[src/rtl/facelet_color_renderer.sv]
// facelet_color_renderer
//
// Holds the 54 facelet colour codes of the scanned cube (0=W, 1=O, 2=G,
// 3=Red, 4=Blue, 5=Y) and, on request, streams them back out as 24-bit RGB
// pixels in facelet order over a valid/ready handshake.
//
// Optional feature macro: FACELET_BAD_CODE_EN
//   defined   : codes 6/7 render magenta (FF00FF) and raise the sticky bad_code
//   undefined : codes 6/7 render black and bad_code is tied low
//
// Ports
//   clock      : sole clock, posedge
//   reset_n    : asynchronous active-low reset
//   wr_en      : write strobe (accepted in every state)
//   wr_addr    : facelet index to write; indices >= NUM_FACELETS are ignored
//   wr_color   : 3-bit colour code to store
//   start      : request one full readout pass (ignored while busy)
//   busy       : pass in progress (STREAM or DONE)
//   out_valid  : pixel available
//   out_ready  : sink accepts pixel
//   out_rgb    : {R,G,B}, 8 bits per channel
//   out_index  : facelet index of the presented pixel
//   out_last   : presented pixel is the final facelet
//   done       : one-cycle pulse after the last transfer
//   bad_code   : sticky invalid-code flag
module facelet_color_renderer #(
    parameter int unsigned NUM_FACELETS = 54,
    parameter int unsigned ADDR_W       = 6
) (
    input  logic              clock,
    input  logic              reset_n,
    input  logic              wr_en,
    input  logic [ADDR_W-1:0] wr_addr,
    input  logic [2:0]        wr_color,
    input  logic              start,
    output logic              busy,
    output logic              out_valid,
    input  logic              out_ready,
    output logic [23:0]       out_rgb,
    output logic [ADDR_W-1:0] out_index,
    output logic              out_last,
    output logic              done,
    output logic              bad_code
);

    localparam logic [ADDR_W-1:0] LAST_IDX = ADDR_W'(NUM_FACELETS - 1);

    typedef enum logic [1:0] {
        IDLE,
        STREAM,
        DONE
    } state_t;

    state_t                  state;
    logic [2:0]              mem [NUM_FACELETS];
    logic [NUM_FACELETS-1:0] written;

    logic                    wr_hit;
    logic                    xfer;
    logic                    load_en;
    logic [ADDR_W-1:0]       load_idx;

    function automatic logic [23:0] code_to_rgb(input logic [2:0] code,
                                                input logic       valid_entry);
        logic [23:0] rgb;
        rgb = '0;
        if (valid_entry) begin
            case (code)
                3'd0:    rgb = 24'hFFFFFF;
                3'd1:    rgb = 24'hFF8000;
                3'd2:    rgb = 24'h00FF00;
                3'd3:    rgb = 24'hFF0000;
                3'd4:    rgb = 24'h0000FF;
                3'd5:    rgb = 24'hFFFF00;
`ifdef FACELET_BAD_CODE_EN
                default: rgb = 24'hFF00FF;
`else
                default: rgb = '0;
`endif
            endcase
        end
        return rgb;
    endfunction

    assign wr_hit = wr_en && (32'(wr_addr) < NUM_FACELETS);
    assign xfer   = out_valid && out_ready;

    // The output register is loaded either by an accepted start (entry 0)
    // or by a non-final handshake (next entry), which keeps one pixel per
    // cycle under continuous ready.
    always_comb begin
        load_en  = 1'b0;
        load_idx = '0;
        if (state == IDLE && start) begin
            load_en  = 1'b1;
            load_idx = '0;
        end else if (state == STREAM && xfer && !out_last) begin
            load_en  = 1'b1;
            load_idx = out_index + ADDR_W'(1);
        end
    end

    // Storage is not reset; validity of each entry lives in 'written'.
    always_ff @(posedge clock) begin
        if (wr_hit)
            mem[wr_addr] <= wr_color;
    end

    // Reads of mem/written below see pre-write values, so a same-cycle write
    // to the entry being loaded shows the old contents.
    always_ff @(posedge clock or negedge reset_n) begin
        if (!reset_n) begin
            state     <= IDLE;
            written   <= '0;
            busy      <= 1'b0;
            out_valid <= 1'b0;
            out_rgb   <= '0;
            out_index <= '0;
            out_last  <= 1'b0;
            done      <= 1'b0;
        end else begin
            if (wr_hit)
                written[wr_addr] <= 1'b1;

            if (load_en) begin
                out_rgb   <= code_to_rgb(mem[load_idx], written[load_idx]);
                out_index <= load_idx;
                out_last  <= (load_idx == LAST_IDX);
            end

            case (state)
                IDLE: begin
                    done <= 1'b0;
                    if (start) begin
                        state     <= STREAM;
                        busy      <= 1'b1;
                        out_valid <= 1'b1;
                    end
                end
                STREAM: begin
                    if (xfer && out_last) begin
                        state     <= DONE;
                        out_valid <= 1'b0;
                        done      <= 1'b1;
                    end
                end
                DONE: begin
                    state <= IDLE;
                    busy  <= 1'b0;
                    done  <= 1'b0;
                end
                default: begin
                    state     <= IDLE;
                    busy      <= 1'b0;
                    out_valid <= 1'b0;
                    done      <= 1'b0;
                end
            endcase
        end
    end

`ifdef FACELET_BAD_CODE_EN
    // Tracks whether the presented pixel came from a written code 6/7, so the
    // flag can be raised on that pixel's handshake rather than at load time.
    logic pix_bad;

    always_ff @(posedge clock or negedge reset_n) begin
        if (!reset_n) begin
            pix_bad  <= 1'b0;
            bad_code <= 1'b0;
        end else begin
            if (load_en)
                pix_bad <= written[load_idx] && (mem[load_idx][2:1] == 2'b11);
            if (state == IDLE && start)
                bad_code <= 1'b0;
            else if (xfer && pix_bad)
                bad_code <= 1'b1;
        end
    end
`else
    assign bad_code = 1'b0;
`endif

endmodule
[config.mk]
export PLATFORM = sky130hd
export DESIGN_NAME = facelet_color_renderer
export DESIGN_NICKNAME = d
export VERILOG_FILES = /design/src/rtl/facelet_color_renderer.sv
export SDC_FILE = /design/constraint.sdc
export NUM_CORES = 1
export LEC_CHECK = 0
export CORE_MARGIN = 2
export CORE_UTILIZATION = 50
export CTS_CLUSTER_SIZE = 24
export DETAILED_ROUTE_END_ITERATION = 16
export PLACE_DENSITY = 0.71
export SETUP_SLACK_MARGIN = 0.02
export SLEW_MARGIN = 20
export SYNTH_ARGS = -nofsm -noshare
export SYNTH_HDL_FRONTEND = slang
export SYNTH_SLANG_ARGS = --single-unit
[constraint.sdc]
create_clock -name clock -period 2.8 [get_ports clock]
set_clock_uncertainty 0.15 [all_clocks]
set_input_delay 0.56 -clock clock [delete_from_list [all_inputs] [get_ports clock]]
set_output_delay 0.56 -clock clock [all_outputs]
set_load 0.01 [all_outputs]
Word level (Yosys, flattened, before mapping)
Memories as Yosys holds them, arrays and structs flattened.
Index checks and enable logic that the tools add are counted.
{ "word_totals": {"reg_bits": 90, "ramBits": 162, "inputBits": 14, "elab_cells": 61, "memories": 1} }
{ "memory_table": {"columns": ["name", "words", "width", "rd", "rd_ports_with_merged_regs", "wr", "line_no", "rtl"], "rows": [
  ["mem", 54, 3, 1, 0, 1, "55", "logic [2:0] mem [NUM_FACELETS];"]
]} }
{ "op_classes": {"addsub": 1, "order_cmp": 4, "eq_ne": 10, "muxes": 21, "bitwise_logic": 3, "reduce_logical": 13} }
{ "ops": {"columns": ["cell", "n"], "rows": [
  ["24-bit one-hot mux with 6 select lines", 1],
  ["54-bit bitwise OR", 1],
  ["24-bit two-way mux", 1],
  ["6-bit by 7-bit < comparator with 1-bit output, second input constant", 2],
  ["6-bit two-way mux", 2],
  ["1-bit two-way mux", 10],
  ["1-bit logical AND", 7],
  ["6-bit by 1-bit adder with 6-bit output, second input constant", 1],
  ["1-bit binary-select mux with 6-bit select", 1],
  ["1-bit demux with 6-bit select", 1],
  ["3-bit by 2-bit equality test with 1-bit output, second input constant", 2],
  ["3-bit equality test, second input constant", 2],
  ["6-bit equality test, second input constant", 1],
  ["6-bit by 1-bit >= comparator with 1-bit output, second input constant", 1],
  ["6-bit < comparator, second input constant", 1],
  ["2-bit two-way mux", 2],
  ["2-bit one-hot mux with 2 select lines", 1],
  ["2-bit AND reduction", 2],
  ["3-bit by 1-bit equality test with 1-bit output, second input constant", 1],
  ["3-bit logical NOT", 1],
  ["1-bit one-hot mux with 3 select lines", 1],
  ["3-bit AND reduction", 1],
  ["2-bit by 1-bit equality test with 1-bit output, second input constant", 1],
  ["2-bit equality test, second input constant", 1],
  ["other kinds (6)", 7]
]} }

Longest topological paths before layout
Gate-level depths: netlist of run 1.
An unclocked memory read counts as a cell.
{ "logic_depth": {"ltp_word": 9, "ltp_mapped": 13} }

Worst setup path after synthesis of run 1
No wires, ideal clock.
{ "synth_timing": {"path_kind": "reg-to-reg", "startpoint": "register out_index[0]", "endpoint": "register out_rgb[14]", "setup_ns": 0.121, "t_arrival_ns": 2.835, "t_required_ns": 2.529, "slack_ns": -0.306, "path_stages_with_launch": 12, "path_buffers": 1, "period_less_slack_ns": 3.106, "path_cell_list": "dfrtp_1 > ha_1 > nand2b_1 > nor2_1 > buf_2 > nand2_1 > a21oi_1 > a2111oi_0 > a211o_1 > a31oi_2 > mux2_2 > a22o_1"} }
{ "synth_between": {"elab_chain_len": 7} }
{ "synth_lines": {"columns": ["item", "line_no", "rtl"], "rows": [
  ["start: declaration", "40", "output logic [ADDR_W-1:0] out_index,"],
  ["start signal: assignment", "127", "out_index <= load_idx;"],
  ["6-bit by 1-bit adder with 6-bit output (*)", "99", "load_idx = out_index + ADDR_W'(1);"],
  ["6-bit two-way mux (*)", "97", "end else if (state == STREAM && xfer && !out_last) begin"],
  ["6-bit two-way mux (*)", "94", "if (state == IDLE && start) begin"],
  ["memory read 54 x 3 bit", null, null],
  ["3-bit equality test, or another cell as far along", "68", "case (code)"],
  ["24-bit one-hot mux with 6 select lines", "68", null],
  ["24-bit two-way mux (*)", "67", "if (valid_entry) begin"],
  ["end signal: assignment", "126", "out_rgb <= code_to_rgb(mem[load_idx], written[load_idx]);"],
  ["end: declaration", "39", "output logic [23:0] out_rgb,"]
]} }
Mark *: on every way between the ends. The rest lies on a longest branch, timed or not. The select of a mux whose other input is x is not followed.
A chain may end at the register's enable or synchronous reset.

Worst setup path in the final report of run 1
{ "layout_timing": {"startpoint": "register out_index[1]", "endpoint": "register out_rgb[14]"} }
Same word-level chain as after synthesis.

==> parameters.txt, run 1 <==
Parameter                              Value

Critical path
  Setup crit start ... out_index[1]
  Largest fanout on the critical path ... 6
  Element type at the critical path end ... flip-flop
  Worst Path Arrival ... 3350 ps
  Data required time of the critical path ... 3070 ps
  RR Startpoint ... out_index[1]
  Critical Path Source Type ... flip-flop
  Category of the most critical setup path ... flip-flop to flip-flop

Synthesis
  Cell type contributing the most total cell area after synthesis ... edfxtp_1
  Synth top area cells ... edfxtp_1 (48%), dfrtp_1 (17%), or2_2 (3.6%), nor2_1 (2.7%), mux2i_1 (2.6%)
  Mean instance size in the synthesized netlist ... 12.77 sq um
  Gate count of the mapped netlist ... 791
  Number of synthesized flops with an enable pin ... 162
  Share of async-settable or async-resettable flops after synthesis ... 0.3017
  Register area share after synthesis ... 0.6552
  Synth Register Bits ... 232
  Commonest cells in the netlist ... edfxtp_1 (162), nor2_1 (72), dfrtp_1 (70), nand2_1 (64), or2_2 (58)
  Cell with the most instances after synthesis ... edfxtp_1
  Synthesized net count ... 806
  Main synth FF type ... edfxtp_1
  Fraction of synthesized cell area taken by the top area cell type ... 0.4817
  Total standard cell area after synthesis ... 10100 sq um
  Count of yosys warnings during synthesis ... 0
  Number of different library cells in the post-synthesis netlist ... 69

Place
  Final weighted congestion in routability-driven placement ... 0.9725
  Buffers added on ports ... 47
  Detailed Place HPWL ... 21690 microns
  Placement-stage worst setup slack ... -1090 ps

Detailed routing
  First drt pass iteration count ... 7
  Wire length per cell after detailed routing ... 25.20 microns
  Number of vias in the routed layout ... 7668
  Number of nets still failing antenna checks after routing ... 0
  Routed vias/inst ... 6.164
  Sum of routed wire length over all layers ... 31350 microns
  DRC errors left ... 0
  Iter 0 DRT Violations ... 792

CTS
  Clk Latency, worst-skew pair ... 530 ps
  H-tree depth ... 1
  Clock tree from TritonCTS ... yes
  Clock tree buffer depth ... 3
  Clock tree sinks ... 232
  Reg clk slew, reported paths ... 60 ps
  Clock root buffer ... clkbuf_16
  Inserted Clock Buffers ... 25

Worst hold path
  Worst min-delay path class ... flip-flop to flip-flop
  Startpoint of the most critical hold path ... written[17]

Timing
  Period Utilization, post-route ... 1.098
  Final count of negative-setup-slack endpoints ... 4
  Slew at the pin closest to its max-slew limit ... 639.0 ps
  Worst setup margin ... -273.1 ps
  RSZ-0062 raised after global routing ... true
  Pins over their slew limit ... 0
  Max Clk Rate ... 325.4 MHz
  Final number of hold-violating endpoints ... 0
  Tightest hold margin ... 311.8 ps
  Time the worst path needs with I/O delays and setup ... 3073 ps
  Headroom to the max-slew limit ... 0.5740
  Post-Route Setup TNS ... -979.3 ps

Outcome
  Failing checks ... negative setup slack
  Outcome ... finished, violations left

Finish
  Synth-to-layout area growth ... 29.41%
  Post-layout nets ... 976
  # diodes ... 0
  Post-layout utilization of the core ... 0.6649
  Layout cells sized above 1 ... 0.3391

Floorplan
  Top-Level Pins ... 49
  Starting Density ... 0.5138
  Die Area ... 21350 sq um
  Height of the die ... 146.1 microns
  Core outline area ... 19650 sq um
  Chip Width ... 146.1 microns
  Number of placement rows ... 51

Global route
  Global-route wire length before repair ... 47130 microns
  Global route overflow ... 0
  Antenna violations before repair ... 0
  Maximum number of pins on one net before global-route repair ... 55
  Overall fraction of global-route tracks in use ... 0.2940
  Via count of the first global-routing pass ... 7721

Power and ir drop
  Maximum vdd ir drop ... 601.1 uV
  Pwr Total ... 12.99 mW
  Lkg Pwr ... 4.988 nW
  Total power density per cell area ... 993.6 nW/um^2

Job
  Number of max-cap violations ... 0
## timing repair
action,in CTS,in global routing
endpoints found under the setup margin,4,4
pin swaps,13,9
hold endpoints to repair,32,0
hold buffers,1,0
gates resized for setup,54,24
buffers inserted,12,5
## worst max-delay path: stages, from the launching register on
cell and delay, ps:
dfrtp_2 430, ha_4 320, clkinvlp_4 200, buf_12 200, o41ai_1 390, a221oi_1 150
o21ai_1 200, o211a_1 220, a22o_1 220, a21oi_1 60, mux2_4 260, a22o_1 180
## final timing paths
check,endpoint,slack (ps),cells after the start
max,out_rgb[14],-270,11
min,written[17],310,1
max reg2reg,out_rgb[14],-270,11
min reg2reg,written[17],310,1
max in group asynchronous,written[53],1480,3
min in group asynchronous,out_valid,410,2
## state kept, by name (all words and copies together), names as in the netlist
name,flops
done,1
written,54
busy,1
out_rgb,4
out_last,1
out_index,6
mem,162
state,2
out_valid,1
## placed cells by master, fill, tap and decap left out, types with 5 or more instances in the layout
cell type	instances
a211oi_1	8
a21oi_1	32
a22o_1	5
a22oi_1	5
a31oi_1	7
and3_1	5
buf_12	11
buf_4	132
buf_6	12
clkbuf_1	8
clkbuf_16	25
clkdlybuf4s50_1	42
dfrtp_1	66
edfxtp_1	162
mux2_2	17
mux2i_1	26
nand2_1	60
nand3_1	13
nor2_1	70
nor3_1	12
o21ai_0	23
o21ai_1	11
o22ai_1	15
or2_2	58
or3_1	7
## power breakdown
part,internal (mW),switching (mW)
Sequential,3.94,0.224
Combinational,2.71,2.89
Clock,1.89,1.34
## cell type report
cell class / instances / area, sq um
clock buffers: 35 / 683.2
flip-flops and latches: 232 / 6621
well taps: 265 / 331.6
multi-input cells: 495 / 3496
fillers: 1458 / 6585
inverters: 5 / 26.28
repair buffers: 202 / 1800
clock inverters: 10 / 110.1
## per-stage QoR
stage                     instances  instance area (sq um)
after floorplan                 791                  10200
after global placement         1183                  11780
after detailed placement       1183                  11780
after CTS                      1239                  12930
after global routing           1244                  13070
final                          1244                  13070
## logic make-up (layout without fill, tap and decap cells)
| family | count (synthesis) | in the layout | synth area share |
|---|---|---|---|
| flops | 232 | 232 | 0.6552 |
| buf+inv | 64 | 252 | 0.03444 |
| fa+ha+maj | 2 | 2 | 0.002354 |
| other cells | 1 | 1 | 0.0003713 |
| xor+xnor | 6 | 6 | 0.006691 |
| mux | 47 | 47 | 0.05253 |
| compound gates | 168 | 168 | 0.1129 |
| simple gates | 271 | 271 | 0.1355 |
## routing by layer
metal  wire length [microns]  up-vias  part of all wire  track usage
li1                        -     3291                 -            -
met1                   12980     3840              0.41       0.4130
met2                   14020      455              0.45       0.4498
met3                    3098       82             0.099      0.06938
met4                    1244        0             0.040       0.1121
met5                       0        -                 0            0
(Power assumes the default switching activity.)
==> inputs of run 2 (changes only) <==
--- a/config.mk
+++ b/config.mk
@@ -5,11 +5,12 @@
 export SDC_FILE = /design/constraint.sdc
 export NUM_CORES = 1
 export LEC_CHECK = 0
+export ABC_CLOCK_PERIOD_IN_PS = 2800
 export CORE_MARGIN = 2
 export CORE_UTILIZATION = 50
 export CTS_CLUSTER_SIZE = 24
 export DETAILED_ROUTE_END_ITERATION = 16
-export PLACE_DENSITY = 0.71
+export PLACE_DENSITY = 0.74
 export SETUP_SLACK_MARGIN = 0.02
 export SLEW_MARGIN = 20
 export SYNTH_ARGS = -nofsm -noshare
==> parameters.txt, run 2 (synthesis results as in run 1) <==
Parameter                              Value

Detailed routing
  First drt pass iteration count ... 6
  Sum of routed wire length over all layers ... 30050 microns
  Routed vias/inst ... 6.144
  Wire length per cell after detailed routing ... 23.90 microns
  Number of vias in the routed layout ... 7723
  Number of nets still failing antenna checks after routing ... 0
  Iter 0 DRT Violations ... 845
  DRC errors left ... 0

Critical path
  Reg-to-reg slack, setup ... -350 ps
  Reg2Reg Depth ... 13
  Category of the most critical setup path ... flip-flop to flip-flop
  Worst Path Arrival ... 3400 ps
  RR Endpoint ... out_rgb[14]
  Critical Path Source Type ... flip-flop
  Cell-by-cell listing of the critical path ... buf_6, nand4b_4, buf_6, or3_4, nor2_1, buf_4, o211ai_1, nor4_1, buf_4, a211o_1, a31oi_4, mux2_4, a22o_1
  Sum of buffers and inverters on the critical path ... 4
  RR Startpoint ... state[0]
  Stage delay of the slowest cell on the critical path ... 420 ps
  Largest fanout on the critical path ... 6
  Element type at the critical path end ... flip-flop
  Cell family contributing the most delay on the critical path ... simple AND/OR/NAND/NOR gates
  Data required time of the critical path ... 3060 ps
  Worst-path cell with the longest stage delay ... dfrtp_1

Worst hold path
  Worst Hold Depth ... 1
  Terminating pin of the worst hold path ... written[23]
  Startpoint of the most critical hold path ... written[23]
  Worst min-delay path class ... flip-flop to flip-flop

Timing
  Pins over their slew limit ... 0
  Period Utilization, post-route ... 1.123
  Time the worst path needs with I/O delays and setup ... 3146 ps
  Final count of negative-setup-slack endpoints ... 4
  Tightest hold margin ... 311.4 ps
  RSZ-0062 raised after global routing ... true
  Final number of hold-violating endpoints ... 0
  Max Clk Rate ... 317.9 MHz
  Slew at the pin closest to its max-slew limit ... 608.7 ps
  Worst setup margin ... -345.7 ps
  Headroom to the max-slew limit ... 0.5942

CTS
  Clock root buffer ... clkbuf_16
  Clock tree from TritonCTS ... yes
  Inserted Clock Buffers ... 24
  Reg clk slew, reported paths ... 70 ps
  Clk Latency, worst-skew pair ... 530 ps
  Clock tree sinks ... 232
  Clock tree buffer depth ... 3
  H-tree depth ... 1

Place
  Final weighted congestion in routability-driven placement ... 0.9730
  Placed instance count ... 1194
  Detailed Place HPWL ... 20650 microns
  Buffers added on ports ... 47

Floorplan
  Chip Width ... 146.1 microns
  Die Area ... 21350 sq um
  Number of placement rows ... 51
  Starting Density ... 0.5138
  Top-Level Pins ... 49
  Height of the die ... 146.1 microns
  Core outline area ... 19650 sq um

Finish
  Max reg flops ... 162
  # diodes ... 0
  Multi-input combinational cell area ... 3526 sq um
  Post-layout nets ... 989
  Top library cells by usage in the layout, fill and taps aside ... edfxtp_1 (162), buf_4 (146), nor2_1 (69)
  Synth-to-layout area growth ... 30.14%
  Largest reg by FF count ... mem
  Area taken by flip-flops and latches ... 6620 sq um
  Commonest non-fill, non-tap cell in the layout ... edfxtp_1
  Layout cells sized above 1 ... 0.3548
  Number of filler instances in the final layout ... 1403
  Non-Filler Instances ... 1257
  Regs by FF count ... mem: 162 flops, written: 54 flops, out_index: 6 flops

Global route
  Global-route wire length before repair ... 45770 microns
  Global route overflow ... 0
  Antenna violations before repair ... 0
  Via count of the first global-routing pass ... 7643
  Maximum number of pins on one net before global-route repair ... 71
  Overall fraction of global-route tracks in use ... 0.2806

Outcome
  Failing checks ... negative setup slack
  Outcome ... finished, violations left

Power and ir drop
  Pwr Total ... 13.03 mW
  Lkg Pwr ... 5.018 nW
  Maximum vdd ir drop ... 609.9 uV
  Total power density per cell area ... 991.2 nW/um^2

Job
  Number of max-cap violations ... 0
-- run 2: cell count changes in the layout (fill, tap and decap cells not counted), moves of 3 or more --
cell       before  now
a2111oi_1       0    3
a211oi_1        8    5
a211oi_2        2    5
a21oi_1        32   29
buf_12         11    7
buf_4         132  146
o21ai_0        23   26
o21ai_1        11    6
-- run 2: area by class of cell --
type,instances,area share
clock buffers,35,0.05189
repair buffers,216,0.1429
well taps,265,0.02523
multi-input cells,495,0.2683
inverters,5,0.001714
flip-flops and latches,232,0.5037
clock inverters,9,0.006283
-- run 2: what timing repair did --
action / in CTS / in global routing
setup buffers: 14 / 4
gates cloned: 0 / 0
gates resized for setup: 68 / 27
hold buffers: 1 / 0
endpoints found under the setup margin: 4 / 4
hold endpoints to repair: 70 / 0
pin swaps: 17 / 13
-- run 2: routing by layer --
metal / GRT usage / vias up / routed length [microns]
met2: 0.4252 / 569 / 13370
met4: 0.1092 / 0 / 1464
met5: 0 / - / 0
met3: 0.05281 / 122 / 3419
li1: - / 3311 / -
met1: 0.4059 / 3721 / 11800
-- run 2: worst max-delay path by stage --
| stage | startpoint | end | slack [ps] | depth (start not counted) |
|---|---|---|---|---|
| final | state[0] | out_rgb[14] | -350 | 13 |
| after CTS | out_index[0] | out_rgb[15] | -190 | 10 |
| after floorplan | out_index[0] | out_rgb[22] | -20 | 10 |
| after detailed placement | out_ready | out_rgb[22] | -1030 | 11 |
| after global routing | state[0] | out_rgb[22] | -540 | 13 |
| after global placement | out_ready | out_rgb[22] | -1050 | 11 |
-- run 2: stage by stage --
stage          setup TNS [ps]    util  worst slack (ps)  cell area (sq um)
2_1_floorplan          -17.43       -            -17.43              10200
3_3_place_gp            -4221  0.6006             -1052              11800
3_5_place_dp            -4152  0.6006             -1029              11800
4_1_cts                -687.2  0.6603            -186.9              12980
5_1_grt                 -1885  0.6687            -542.0              13140
6_report                -1266  0.6687            -345.7              13140
-- run 2: power breakdown --
part	switching, mW	internal [mW]
clock network	1.28	1.78
registers	0.213	3.93
logic	2.95	2.87
